`src/rtl/cart_loader_if.sv`:
```
// Download/ROM-init bundle for cart_loader.
// Host side: DL_ACTIVE, DL_WR, DL_DATA (sequential bytes, implicit address).
// ROM side: INIT_ADDR, INIT_DATA, INIT_VALID, plus CFG_AW, LOADED, OVERFLOW.
// master = host/cartridge-slot view, slave = the loader itself.
interface cart_loader_if #(
  parameter int unsigned ADDR_W = 17
);
  logic              DL_ACTIVE;
  logic              DL_WR;
  logic [7:0]        DL_DATA;
  logic [ADDR_W-1:0] INIT_ADDR;
  logic [7:0]        INIT_DATA;
  logic              INIT_VALID;
  logic [4:0]        CFG_AW;
  logic              LOADED;
  logic              OVERFLOW;

  modport master (
    output DL_ACTIVE, DL_WR, DL_DATA,
    input  INIT_ADDR, INIT_DATA, INIT_VALID, CFG_AW, LOADED, OVERFLOW
  );

  modport slave (
    input  DL_ACTIVE, DL_WR, DL_DATA,
    output INIT_ADDR, INIT_DATA, INIT_VALID, CFG_AW, LOADED, OVERFLOW
  );
endinterface

```
`src/rtl/cart_loader.sv`:
```
// Cartridge ROM init-port writer: converts the host byte stream into
// INIT_ADDR/INIT_DATA/INIT_VALID writes, then sizes the image to a ROM
// address width (CFG_AW) and raises LOADED.
// Ports: CLK, nRST (async active-low), dl (cart_loader_if.slave).
module cart_loader #(
  parameter int unsigned ADDR_W = 17,
  parameter int unsigned MIN_AW = 11,
  parameter int unsigned MAX_AW = 15
) (
  input logic          CLK,
  input logic          nRST,
  cart_loader_if.slave dl
);

  localparam int unsigned CNT_W = ADDR_W + 1;
  localparam int unsigned AW_W  = 5;

  localparam logic [1:0] S_IDLE = 2'd0;
  localparam logic [1:0] S_LOAD = 2'd1;
  localparam logic [1:0] S_SIZE = 2'd2;
  localparam logic [1:0] S_DONE = 2'd3;

  logic [1:0]        state_q, state_d;
  logic              act_q;
  logic [CNT_W-1:0]  count_q, count_d;
  logic [AW_W-1:0]   aw_q, aw_d;
  logic [ADDR_W-1:0] init_addr_q, init_addr_d;
  logic [7:0]        init_data_q, init_data_d;
  logic              init_valid_q, init_valid_d;
  logic [AW_W-1:0]   cfg_aw_q, cfg_aw_d;
  logic              loaded_q, loaded_d;
  logic              overflow_q, overflow_d;

  logic rise_c, fall_c, fits_c;

  assign rise_c = dl.DL_ACTIVE & ~act_q;
  assign fall_c = ~dl.DL_ACTIVE & act_q;
  // Image fits in 2^aw bytes.
  assign fits_c = (64'(1) << aw_q) >= 64'(count_q);

  // State and output registers; act_q resets high so a download already in
  // progress at reset release is not mistaken for a new rising edge.
  always_ff @(posedge CLK or negedge nRST) begin
    if (!nRST) begin
      state_q      <= S_IDLE;
      act_q        <= 1'b1;
      count_q      <= '0;
      aw_q         <= AW_W'(MIN_AW);
      init_addr_q  <= '0;
      init_data_q  <= '0;
      init_valid_q <= 1'b0;
      cfg_aw_q     <= AW_W'(MAX_AW);
      loaded_q     <= 1'b0;
      overflow_q   <= 1'b0;
    end else begin
      state_q      <= state_d;
      act_q        <= dl.DL_ACTIVE;
      count_q      <= count_d;
      aw_q         <= aw_d;
      init_addr_q  <= init_addr_d;
      init_data_q  <= init_data_d;
      init_valid_q <= init_valid_d;
      cfg_aw_q     <= cfg_aw_d;
      loaded_q     <= loaded_d;
      overflow_q   <= overflow_d;
    end
  end

  // Next-state and next-output logic.
  always_comb begin
    state_d      = state_q;
    count_d      = count_q;
    aw_d         = aw_q;
    init_addr_d  = init_addr_q;
    init_data_d  = init_data_q;
    init_valid_d = 1'b0;
    cfg_aw_d     = cfg_aw_q;
    loaded_d     = loaded_q;
    overflow_d   = overflow_q;

    case (state_q)
      S_IDLE, S_DONE: begin
        if (rise_c) begin
          state_d    = S_LOAD;
          count_d    = '0;
          overflow_d = 1'b0;
          loaded_d   = 1'b0;
        end
      end
      S_LOAD: begin
        if (fall_c) begin
          state_d = S_SIZE;
          aw_d    = AW_W'(MIN_AW);
        end else if (dl.DL_WR && dl.DL_ACTIVE) begin
          // Top counter bit set means the address space is exhausted.
          if (!count_q[ADDR_W]) begin
            init_valid_d = 1'b1;
            init_addr_d  = count_q[ADDR_W-1:0];
            init_data_d  = dl.DL_DATA;
            count_d      = count_q + CNT_W'(1);
          end else begin
            overflow_d = 1'b1;
          end
        end
      end
      S_SIZE: begin
        if (rise_c) begin
          state_d    = S_LOAD;
          count_d    = '0;
          overflow_d = 1'b0;
          loaded_d   = 1'b0;
        end else if (count_q == '0) begin
          state_d  = S_IDLE;
          loaded_d = 1'b0;
        end else if (fits_c || (aw_q == AW_W'(MAX_AW))) begin
          state_d  = S_DONE;
          cfg_aw_d = aw_q;
          loaded_d = 1'b1;
        end else begin
          aw_d = aw_q + AW_W'(1);
        end
      end
      default: state_d = S_IDLE;
    endcase
  end

  assign dl.INIT_ADDR  = init_addr_q;
  assign dl.INIT_DATA  = init_data_q;
  assign dl.INIT_VALID = init_valid_q;
  assign dl.CFG_AW     = cfg_aw_q;
  assign dl.LOADED     = loaded_q;
  assign dl.OVERFLOW   = overflow_q;

endmodule

```
`src/flat_wrapper.sv`:
```
// flat-port wrapper written by rule: the top's interface ports become plain ports
module cart_loader_flat 
#(
  parameter int unsigned ADDR_W = 17,
  parameter int unsigned MIN_AW = 11,
  parameter int unsigned MAX_AW = 15
)
  (CLK, nRST, dl_DL_ACTIVE, dl_DL_WR, dl_DL_DATA, dl_INIT_ADDR, dl_INIT_DATA, dl_INIT_VALID, dl_CFG_AW, dl_LOADED, dl_OVERFLOW);
  cart_loader_if #(.ADDR_W(ADDR_W)) dl_i ();
  input logic CLK;
  input logic nRST;
  input wire logic [$bits(dl_i.DL_ACTIVE)-1:0] dl_DL_ACTIVE;
  input wire logic [$bits(dl_i.DL_WR)-1:0] dl_DL_WR;
  input wire logic [$bits(dl_i.DL_DATA)-1:0] dl_DL_DATA;
  output wire logic [$bits(dl_i.INIT_ADDR)-1:0] dl_INIT_ADDR;
  output wire logic [$bits(dl_i.INIT_DATA)-1:0] dl_INIT_DATA;
  output wire logic [$bits(dl_i.INIT_VALID)-1:0] dl_INIT_VALID;
  output wire logic [$bits(dl_i.CFG_AW)-1:0] dl_CFG_AW;
  output wire logic [$bits(dl_i.LOADED)-1:0] dl_LOADED;
  output wire logic [$bits(dl_i.OVERFLOW)-1:0] dl_OVERFLOW;
  assign dl_i.DL_ACTIVE = dl_DL_ACTIVE;
  assign dl_i.DL_WR = dl_DL_WR;
  assign dl_i.DL_DATA = dl_DL_DATA;
  assign dl_INIT_ADDR = dl_i.INIT_ADDR;
  assign dl_INIT_DATA = dl_i.INIT_DATA;
  assign dl_INIT_VALID = dl_i.INIT_VALID;
  assign dl_CFG_AW = dl_i.CFG_AW;
  assign dl_LOADED = dl_i.LOADED;
  assign dl_OVERFLOW = dl_i.OVERFLOW;
  cart_loader #(.ADDR_W(ADDR_W), .MIN_AW(MIN_AW), .MAX_AW(MAX_AW)) u_core (.CLK(CLK), .nRST(nRST), .dl(dl_i));
endmodule
```
`config.mk`:
```
export PLATFORM = sky130hd
export DESIGN_NAME = cart_loader_flat
export DESIGN_NICKNAME = d
export VERILOG_FILES = /design/src/rtl/cart_loader_if.sv /design/src/rtl/cart_loader.sv /design/src/flat_wrapper.sv
export SDC_FILE = /design/constraint.sdc
export NUM_CORES = 1
export LEC_CHECK = 0
export BUFFER_PORTS_ARGS = -buffer_cell sky130_fd_sc_hd__clkbuf_2
export CAP_MARGIN = 30
export CORE_MARGIN = 2
export CORE_UTILIZATION = 50
export CTS_CLUSTER_DIAMETER = 100
export DETAILED_ROUTE_END_ITERATION = 8
export PLACE_DENSITY_LB_ADDON = 0.15
export SYNTH_ARGS = -nofsm -noshare
export SYNTH_HDL_FRONTEND = slang
export SYNTH_SLANG_ARGS = --single-unit
```
`constraint.sdc`:
```
create_clock -name CLK -period 6.3 [get_ports CLK]
set_input_delay 0.63 -clock CLK [delete_from_list [all_inputs] [get_ports CLK]]
set_output_delay 0.63 -clock CLK [all_outputs]
set_load 0.02 [all_outputs]
```
-- Word level (Yosys, flattened, before mapping)
Index checks and enable logic that the tools add are counted.
- shifts and indexed selects: 1
- multipliers: 0
- eq/ne operators: 15
- bitwise operators: 8
- reduce and logical (&&, ||, !) cells: 16
- mux-type cells: 29
- $lt $le $gt $ge: 1
- divide/modulo/power cells: 0
- add/sub/neg operators: 2
- operators by type and width (cell ; count):
    18-bit 2-to-1 mux ; 4
    64-bit by 18-bit >= comparator with 1-bit output ; 1
    1-bit by 5-bit left shift with 64-bit output, first input constant ; 1
    18-bit case mux with 2 select lines ; 1
    5-bit 2-to-1 mux ; 4
    18-bit by 1-bit adder with 18-bit output, second input constant ; 1
    18-bit logical NOT ; 1
    4-bit AND reduction ; 4
    1-bit 2-to-1 mux ; 11
    2-bit 2-to-1 mux ; 5
    2-bit by 1-bit inequality test with 1-bit output, second input constant ; 5
    2-bit inequality test, second input constant ; 5
    5-bit case mux with 2 select lines ; 1
    3-bit AND reduction ; 3
    1-bit NOT ; 6
    2-bit case mux with 3 select lines ; 1
    5-bit by 1-bit adder with 5-bit output, second input constant ; 1
    5-bit by 4-bit == test with 1-bit output, second input constant ; 1
    5-bit AND reduction ; 1
    2-bit == test, second input constant ; 2
    4-bit by 1-bit inequality test with 1-bit output, second input constant ; 1
    1-bit case mux with 2 select lines ; 2
    2-bit nonzero test ; 2
    3-bit OR reduction ; 1
    6 further kinds ; 7
- output and inout port bits: 33
- memories: 0
- latch bits: 0
- memory bits (writable): 0
- ROM bits: 0
- bits in registers: 59

-- Logic depth before layout (Yosys ltp)
Gate-level depths: netlist of run 1.
- word-level depth: 7
- mapped depth: 12
- mapped depth without buffers: 12

-- Worst setup path after synthesis of run 1
No wires, ideal clock.
- path kind: reg-to-reg
- start: register u_core.aw_q[2]
- end: register u_core.state_q[0]
- path slack: 3.200 ns
- stages on the path, launching flop included: 13
- data arrival time: 2.975 ns
- path buffers: 1
- cell sequence: dfrtp_1 -> clkbuf_1 -> inv_1 -> ha_1 -> and3_1 -> ha_1 -> nand2_1 -> nor3_2 -> or4b_4 -> a31oi_4 -> nor2_2 -> a211o_1 -> mux2_4
- cells in the longest elaborated chain, start to end: 5
- elaborated cells on any way between the ends: 6
- classes of those cells: order compare (1); eq/ne (2); shift (1); reduce/logical (2)
- RTL lines (item ; RTL line ; source):
    start, declared ; cart_loader.sv:26 ; logic [AW_W-1:0] aw_q, aw_d;
    start signal, assigned ; cart_loader.sv:48 ; aw_q <= AW_W'(MIN_AW);
    start signal, assigned ; cart_loader.sv:59 ; aw_q <= aw_d;
    1-bit by 5-bit left shift with 64-bit output ; cart_loader.sv:39 ; assign fits_c = (64'(1) << aw_q) >= 64'(count_q);
    64-bit by 18-bit >= comparator with 1-bit output ; cart_loader.sv:39 ;
    1-bit logical OR (*) ; cart_loader.sv:115 ; end else if (fits_c || (aw_q == AW_W'(MAX_AW))) begin
    4-bit by 1-bit inequality test with 1-bit output (no line) (*) ; - ;
    3-bit AND reduction (no line) (*) ; - ;
    end signal, assigned ; cart_loader.sv:56 ; state_q <= state_d;
    end, declared ; cart_loader.sv:23 ; logic [1:0] state_q, state_d;
Every way passes the cells marked *; elsewhere a longest branch is shown, timed or not.
A chain may end at the register's enable or synchronous reset.

-- Worst setup path after layout of run 1
- start: register u_core.aw_q[0]
- end: register u_core.cfg_aw_q[4], in the netlist u_core.dl.CFG_AW[4]
- cells in the longest elaborated chain, start to end: 4
- elaborated cells on any way between the ends: 5
- classes of those cells: order compare (1); eq/ne (1); shift (1); reduce/logical (2)
- RTL lines (item ; RTL line ; source):
    1-bit by 5-bit left shift with 64-bit output ; cart_loader.sv:39 ;
    64-bit by 18-bit >= comparator with 1-bit output ; cart_loader.sv:39 ;
    1-bit logical OR (*) ; cart_loader.sv:115 ;
    4-bit AND reduction (no line) (*) ; - ;
    end signal, assigned ; cart_loader.sv:52 ; cfg_aw_q <= AW_W'(MAX_AW);
    end signal, assigned ; cart_loader.sv:63 ; cfg_aw_q <= cfg_aw_d;
    end, declared ; cart_loader.sv:30 ; logic [AW_W-1:0] cfg_aw_q, cfg_aw_d;
Marked as above.

==> results.ini, run 1 <==
[run_status]
outcome=completed

[cells_and_area]
layout-drive-gt1-share_pct=18.9
nNetsFinal=444
fill_cells=563
finish.utilization_pct=60.3
area_growth_syn_to_layout_pct=16.1
insertedDiodeCount=0
final_common_cell=nand2_1
mostFrequentLayoutCells=nand2_1, dfrtp_1, clkbuf_2, nor2_1, ha_1

[placement]
detailed_place_hpwl_mm=5.27
dp_slack_ns=2.94
place_congestion=0.883
port_buffers=44

[setup_path]
crit_start=u_core.aw_q[0]$_DFFE_PN1P_
path_delay_family=compound AO/OA/AOI/OAI gates
cp_common_cell=ha_1
worst-path-max-fanout=7
worstPathArrival_ns=3.58
required_ns=6.52
path_class=register to register
worst-path-buf-inv=0
path_cells=ha_1 > ha_1 > nor3b_1 > ha_1 > a21oi_1 > o21ai_0 > a211oi_1 > a31oi_4 > or2_1 > nand2b_1 > mux2_1
end_kind=register
r2r-start=u_core.aw_q[0]$_DFFE_PN1P_
slowest_delay_ns=0.60
worstSetupStartpointType=register
crit_path_top_delay_cell=dfstp_2

[sta]
slew_violations=0
period_share_pct=53.4
setup_viol=0
fin_ws_ns=2.94
period_minus_slack_ns=3.36
relSlewSlack_pct=49.8
grt_setup_unrepaired=false
setup_tns_ns=0
timing.fmax_mhz=297
hold_viol=0
worst_pin_slew_ns=0.753
worst_clock_skew_ns=0.00747

[clocking]
clk_latency_ns=0.34
clock_sinks=59
cts_htree_levels=3
clk_pin_slew_ns=0.07
ctsResizeCount=0
clockRootBuffer=clkbuf_8
postCtsSetupRepairBufs=0
clockBufferDepth=2
hold_buffers=0
cts_buffers=9
cts_tree=yes

[route]
vias=2605
drtPass1Iterations=4
wl_per_cell_microns=14.8
postRouteWirelength_mm=7.17
drt.antenna.violating_nets=0
drtIter0Drc=144
viasPerCell=5.38
drcViolationCount=0

[pwr]
powerDensity_nw_per_um2=352
internal-power_mw=0.883
seq_power_share_pct=38.5
peakVddDrop_uv=227
p_leak_nw=1.87
power_frac_clock_pct=30.1
fin_total_pwr_mw=1.35
power.switching_mw=0.464
comb_power_share_pct=31.4
netSwitchingFraction_pct=34.5

[yosys]
avgSynthCellArea_sq_um=9.28
synth_edf_count=0
syn_area_sq_um=3300
synth_top_cell_area_share_pct=38.7
synth_area_leaders=dfrtp_1, ha_1, dfstp_2
synth_nets=396
synth_top_flop_cell=dfrtp_1
ys_seq_area_share_pct=45.1
yosysTopAreaCell=dfrtp_1
synthCells=355
synth_seq_cells=59
yosys_warnings=0
synthArstFlopShare_pct=100
synth_cell_type_count=46

[floorplanning]
ios=45
start_util_pct=51.9
fp.dieH_microns=85.2
fp.dieW_microns=85.2
row_count=29
die-area_sq_um=7260
core_area_sq_um=6350

[global_routing]
antenna_found_initial=0
grt_pass1_vias=2462
grt_pass1_wl_mm=12.1
grt-ovfl-total=0
grt_max_degree=60
groute.usage.overall_pct=21.1

[hold_path]
hold_class=input port to asynchronous set/reset pin

[run]
cap_viol_max_count=0

-- cell families after synthesis --
kind of cell	Yosys count	synth area share, %
buf+inv	37	4.21
compound gates	60	11.6
flops	59	45.1
fa+ha+maj	29	11.0
mux	9	3.11
xor+xnor	14	3.72
simple gates	147	21.2
-- worst paths after layout --
kind / depth (start not counted) / slack (ns) / end
max: 11 / 2.94 / u_core.dl.CFG_AW[4]$_DFFE_PN0P_
min: 2 / 0.43 / u_core.dl.INIT_ADDR[4]$_DFFE_PN0P_
max reg2reg: 11 / 2.94 / u_core.dl.CFG_AW[4]$_DFFE_PN0P_
min reg2reg: 2 / 0.47 / u_core.dl.INIT_DATA[7]$_DFFE_PN0P_
max in group asynchronous: 2 / 5.35 / u_core.state_q[0]$_DFFE_PN0P_
min in group CLK: 1 / 0.47 / u_core.act_q$_DFF_PN1_
-- power by group through the flow --
stage	Combinational, mW	Clock [mW]	Sequential, mW
2_1_floorplan	0.201	0	0.612
5_1_grt	0.468	0.426	0.530
3_5_place_dp	0.425	0	0.526
3_3_place_gp	0.416	0	0.523
4_1_cts	0.427	0.413	0.519
6_report	0.422	0.406	0.519
-- registers in the layout, summed over array words and instances (netlist names) --
name and count:
u_core.dl.INIT_VALID 1, u_core.dl.INIT_DATA 8, u_core.count_q 18, u_core.dl.LOADED 1
u_core.aw_q 5, u_core.dl.OVERFLOW 1, u_core.state_q 2, u_core.dl.INIT_ADDR 17
u_core.act_q 1, u_core.dl.CFG_AW 5
-- layer usage --
layer	wire length, microns	GRT usage (%)
met1	3380	29.4
met3	358	3.79
met4	125	8.08
met5	0	0
met2	3300	32.9
-- cell usage after synthesis (4+ instances only) --
cell type / count
nand2_1: 54
dfrtp_1: 51
nor2_1: 34
ha_1: 29
inv_1: 25
o21ai_0: 24
xnor2_1: 14
nand3_1: 13
a21oi_1: 11
clkbuf_1: 10
dfstp_2: 8
and3_1: 7
nor3_1: 7
nand2b_1: 6
mux2_1: 5
nand4_1: 5
o21a_1: 5
nor4_1: 4
o22ai_1: 4
or3_1: 4
-- per-stage QoR --
stage / area (sq um) / cells / hold slack, ns
6_report: 3830 / 484 / 0.434
5_1_grt: 3830 / 484 / 0.473
4_1_cts: 3830 / 484 / 0.453
3_5_place_dp: 3600 / 469 / 0.462
3_3_place_gp: 3590 / 468 / 0.456
2_1_floorplan: 3300 / 355 / 0.334
-- final cells by class --
cell class | instances | area [sq um] | share of cell area, %
clock buffer | 9 | 124 | 3.24
clock inverter | 6 | 105 | 2.75
inverter | 27 | 101 | 2.65
multi-input combinational | 259 | 1670 | 43.7
sequential | 59 | 1490 | 38.8
tap | 77 | 96.3 | 2.52
timing repair buffer | 47 | 243 | 6.34
-- worst reg2reg max path: cells and delay by family (launching register included) --
kind | cells | cell delay, ns
and+or+nand+nor | 3 | 0.77
adders and majority gates | 3 | 0.73
AOI/OAI and AO/OA | 4 | 0.83
muxes | 1 | 0.35
DFF | 1 | 0.60
Note: power is estimated with default switching activity, not from simulation.
==> run 2: changes to the inputs <==
- clock period: 6.3 -> 3 ns (I/O delays scaled with it)
==> results.ini, run 2 (same netlist as run 1, synthesis figures left out) <==
[setup_path]
worst-path-max-fanout=4
cp_common_cell=ha_4
r2r_end=u_core.state_q[0]$_DFFE_PN0P_
worstPathArrival_ns=3.35
required_ns=3.23
r2r_cells=12
worstSetupStartpointType=register
r2r_slack_ns=-0.13
slowest_delay_ns=0.62
path_cells=inv_4 > ha_4 > nand2_4 > nor2_4 > ha_4 > nand4_4 > nor3_4 > or4b_4 > a31oi_4 > nor2_2 > a211o_1 > mux2_4
r2r-start=u_core.aw_q[0]$_DFFE_PN1P_
crit_path_top_delay_cell=dfstp_2
end_kind=register
path_class=register to register

[route]
wl_per_cell_microns=16.7
drcViolationCount=0
viasPerCell=5.59
drt.antenna.violating_nets=0
postRouteWirelength_mm=8.50
vias=2846
drtIter0Drc=159
drtPass1Iterations=4

[cells_and_area]
layout-drive-gt1-share_pct=33.3
finish.utilization_pct=68.3
finalInstanceArea_sq_um=4330
insertedDiodeCount=0
mostFrequentLayoutCells=dfrtp_1, nand2_1, clkbuf_2, nor2_1, buf_4
stdcell_count=509
area_growth_syn_to_layout_pct=31.5
final_common_cell=dfrtp_1
regMostFlops=u_core.count_q
nNetsFinal=470
largest_reg_flops=18

[sta]
grt_setup_unrepaired=true
worst_pin_slew_ns=0.786
slew_violations=0
worst_clock_skew_ns=0.00714
timing.fmax_mhz=320
relSlewSlack_pct=47.6
setup_tns_ns=-0.191
hold_viol=0
period_share_pct=104
period_minus_slack_ns=3.13
setup_viol=6
fin_ws_ns=-0.126
hold_slack_ns=0.0246

[floorplanning]
ios=45
row_count=29
fp.dieW_microns=85.2
die-area_sq_um=7260
fp.dieH_microns=85.2
core_area_sq_um=6350
start_util_pct=51.9

[clocking]
clk_pin_slew_ns=0.07
clk_latency_ns=0.34
cts_buffers=9
clockRootBuffer=clkbuf_8
clock_sinks=59
cts_htree_levels=3
cts_tree=yes
clockBufferDepth=2

[global_routing]
grt-ovfl-total=0
use_met3_pct=4.57
grt_pass1_wl_mm=13.1
grt_use_met2_pct=36.6
met1_usage_pct=31.8
groute.usage.overall_pct=23.3
antenna_found_initial=0
busiest_layer=met2
grt_pass1_vias=2668
grt_max_degree=44

[pwr]
fin_total_pwr_mw=2.79
netSwitchingFraction_pct=35.9
comb_power_share_pct=33.6
powerDensity_nw_per_um2=643
power_frac_clock_pct=27.1
p_leak_nw=2.01
internal-power_mw=1.79
seq_power_share_pct=39.3
power.switching_mw=1.00
peakVddDrop_uv=448

[run_status]
violations=negative setup slack
outcome=complete, but fails checks

[hold_path]
hold_class=input port to asynchronous set/reset pin

[placement]
dp_cells=483
port_buffers=44
place_area_sq_um=3710
place_congestion=0.876
detailed_place_hpwl_mm=5.48
dp_slack_ns=-0.228

[run]
cap_viol_max_count=0

## run 2: cell types whose count changed in the layout (fill, tap and decap cells not counted), sizes merged
cell | before | now
clkinvlp | 0 | 1
buf | 3 | 29
bufinv | 3 | 1
clkbuf | 53 | 56
clkinv | 5 | 2
## run 2: layer usage
metal,wire [microns],up-vias
li1,-,1378
met1,3770,1378
met2,4230,70
met3,295,20
met4,198,0
met5,0,-
## run 2: worst max path at each step
stage,start,end,cells after the start
after detailed placement,u_core.aw_q[0]$_DFFE_PN1P_,u_core.dl.CFG_AW[4]$_DFFE_PN0P_,11
after floorplan,u_core.aw_q[0]$_DFFE_PN1P_,u_core.state_q[0]$_DFFE_PN0P_,12
after global routing,u_core.aw_q[0]$_DFFE_PN1P_,u_core.state_q[0]$_DFFE_PN0P_,12
after CTS,u_core.aw_q[0]$_DFFE_PN1P_,u_core.state_q[0]$_DFFE_PN0P_,11
after global placement,u_core.aw_q[0]$_DFFE_PN1P_,u_core.dl.CFG_AW[4]$_DFFE_PN0P_,11
final,u_core.aw_q[0]$_DFFE_PN1P_,u_core.state_q[0]$_DFFE_PN0P_,12
## run 2: power groups by stage
| stage | Sequential (mW) | Combinational (mW) | Clock, mW |
|---|---|---|---|
| global route | 1.12 | 1.05 | 0.798 |
| global placement | 1.10 | 0.886 | 0 |
| finish | 1.10 | 0.938 | 0.755 |
| floorplan | 1.28 | 0.421 | 0 |
| CTS | 1.09 | 0.925 | 0.766 |
| detailed placement | 1.11 | 0.899 | 0 |
## run 2: timing repair
| action | CTS | global route |
|---|---|---|
| endpoints found under the setup margin | 12 | 13 |
| resized for setup | 18 | 45 |
| hold buffers | 0 | 0 |
| pin swaps | 12 | 17 |
| buffers inserted | 6 | 6 |
## run 2: final cells by class
| cell class | instances | area (sq um) |
|---|---|---|
| Clock inverter | 2 | 35.0 |
| Fill cell | 461 | 2020 |
| Timing Repair Buffer | 73 | 450 |
| Multi-Input combinational cell | 259 | 1990 |
| Tap cell | 77 | 96.3 |
| Sequential cell | 59 | 1490 |
| Inverter | 27 | 110 |
| Clock buffer | 12 | 165 |
## run 2: worst max-delay path, delay by kind of cell (launching register included)
family | cells | cell delay (ns)
compound gates | 2 | 0.54
fa+ha+maj | 2 | 0.46
buf+inv | 1 | 0.07
flops | 1 | 0.62
mux | 1 | 0.30
simple gates | 6 | 1.01
==> run 3: changes to the inputs <==
- GPL_TIMING_DRIVEN: unset -> 0
- REMOVE_ABC_BUFFERS: unset -> 1
==> results.ini, run 3 (same netlist as run 1, synthesis figures left out) <==
[floorplanning]
start_util_pct=51.9
row_count=29
fp.dieH_microns=85.2
fp.dieW_microns=85.2
die-area_sq_um=7260
core_area_sq_um=6350
ios=45

[pwr]
powerDensity_nw_per_um2=663
power_frac_clock_pct=27.6
p_leak_nw=1.96
comb_power_share_pct=33.6
peakVddDrop_uv=546
netSwitchingFraction_pct=35.1
internal-power_mw=1.82
seq_power_share_pct=38.9
power.switching_mw=0.983

[sta]
setup_viol=10
hold_viol=0
worst_pin_slew_ns=0.796
period_minus_slack_ns=3.10
relSlewSlack_pct=47.0
worst_clock_skew_ns=0.0109
timing.fmax_mhz=323
hold_slack_ns=0.0771
setup_tns_ns=-0.346
grt_setup_unrepaired=true
fin_ws_ns=-0.0996
period_share_pct=103
slew_violations=0

[setup_path]
path_class=register to register
worstPathArrival_ns=3.31
worst-path-buf-inv=2
worst-path-max-fanout=4
r2r-start=u_core.aw_q[1]$_DFFE_PN1P_
r2r_end=u_core.state_q[0]$_DFFE_PN0P_
path_delay_family=simple AND/OR/NAND/NOR gates
required_ns=3.21
r2r_slack_ns=-0.1
end_kind=register
path_cells=buf_6 > ha_4 > nand2_4 > buf_6 > nor3_4 > ha_2 > o21a_1 > nor2_1 > or4b_4 > a31oi_4 > nor2_4 > a211o_1 > mux2_4
crit_path_top_delay_cell=dfstp_2
r2r_cells=13
slowest_delay_ns=0.61
worstSetupStartpointType=register
cp_common_cell=buf_6

[run]
cap_viol_max_count=0

[route]
vias=2721
drtIter0Drc=194
drcViolationCount=0
drt.antenna.violating_nets=0
postRouteWirelength_mm=7.63
viasPerCell=5.49
drtPass1Iterations=4
wl_per_cell_microns=15.4

[run_status]
violations=negative setup slack
outcome=complete, but fails checks

[cells_and_area]
stdcell_count=496
mostFrequentLayoutCells=dfrtp_1, nand2_1, clkbuf_2, nor2_1, o21ai_0
insertedDiodeCount=0
fill_cells=481
area_growth_syn_to_layout_pct=28.3
final_common_cell=dfrtp_1
finish.utilization_pct=66.6
largest_reg_flops=18
regMostFlops=u_core.count_q
nNetsFinal=455
layout-drive-gt1-share_pct=29.6

[global_routing]
grt_pass1_wl_mm=12.4
antenna_found_initial=0
grt-ovfl-total=0
groute.usage.overall_pct=21.7
grt_pass1_vias=2569
grt_max_degree=60

[clocking]
clock_sinks=59
clk_pin_slew_ns=0.07
clockBufferDepth=2
clockRootBuffer=clkbuf_8
cts_buffers=9
cts_tree=yes
hold_buffers=0
clk_latency_ns=0.34
cts_htree_levels=3

[placement]
detailed_place_hpwl_mm=5.00
dp_cells=468
place_congestion=0.867
port_buffers=44

[hold_path]
hold_class=input port to asynchronous set/reset pin

-- run 3: how the worst max path moves through the flow --
stage,from,to,slack (ns),cells after the start
5_1_grt,u_core.aw_q[1]$_DFFE_PN1P_,u_core.state_q[0]$_DFFE_PN0P_,-0.21,13
3_3_place_gp,u_core.aw_q[0]$_DFFE_PN1P_,u_core.dl.CFG_AW[4]$_DFFE_PN0P_,-0.35,11
4_1_cts,u_core.aw_q[0]$_DFFE_PN1P_,u_core.state_q[0]$_DFFE_PN0P_,-0.05,12
6_report,u_core.aw_q[1]$_DFFE_PN1P_,u_core.state_q[0]$_DFFE_PN0P_,-0.1,13
2_1_floorplan,u_core.aw_q[0]$_DFFE_PN1P_,u_core.state_q[0]$_DFFE_PN0P_,-0.06,12
3_5_place_dp,u_core.aw_q[1]$_DFFE_PN1P_,u_core.state_q[0]$_DFFE_PN0P_,-0.35,12
-- run 3: area by class of cell --
type,count,area [sq um],share of cell area (%)
Inverter,27,108,2.54
Clock inverter,1,30.0,0.710
Clock buffer,15,186,4.41
Sequential cell,59,1490,35.3
Timing Repair Buffer,58,359,8.49
Multi-Input combinational cell,259,1960,46.3
Tap cell,77,96.3,2.28
-- run 3: timing repair --
action                     in CTS  in global routing
gates cloned                    0                  0
pin swaps                      13                  9
setup buffers                   7                  5
resized for setup              38                 23
setup endpoints to repair      12                 12
-- run 3: per-layer routing --
| layer | wire length [microns] | track usage, % |
|---|---|---|
| met3 | 467 | 5.64 |
| met4 | 138 | 7.65 |
| met5 | 0 | 0 |
| met2 | 3630 | 33.2 |
| met1 | 3400 | 29.8 |
-- run 3: power groups by stage --
stage               clock [mW]  sequential, mW  combinational, mW
floorplan                    0            1.29              0.412
global placement             0            1.10              0.870
detailed placement           0            1.11              0.903
CTS                      0.790            1.09              0.923
global route             0.823            1.12               1.05
finish                   0.773            1.09              0.941
-- run 3: worst register-to-register path, delay by kind of cell, from the launching register on --
| kind | cells | cell delay [ns] |
|---|---|---|
| AOI/OAI and AO/OA | 3 | 0.66 |
| muxes | 1 | 0.30 |
| DFF | 1 | 0.61 |
| adders and majority gates | 2 | 0.33 |
| and+or+nand+nor | 5 | 0.80 |
| buffers and inverters | 2 | 0.27 |
-- run 3: per-stage QoR --
| step | cell area, sq um | setup WS [ns] | total power [mW] |
|---|---|---|---|
| floorplan | 3260 | -0.0556 | 1.70 |
| global placement | 3570 | -0.355 | 1.97 |
| detailed placement | 3610 | -0.346 | 2.01 |
| CTS | 4060 | -0.0539 | 2.81 |
| global route | 4230 | -0.214 | 2.99 |
| finish | 4230 | -0.0996 | 2.80 |
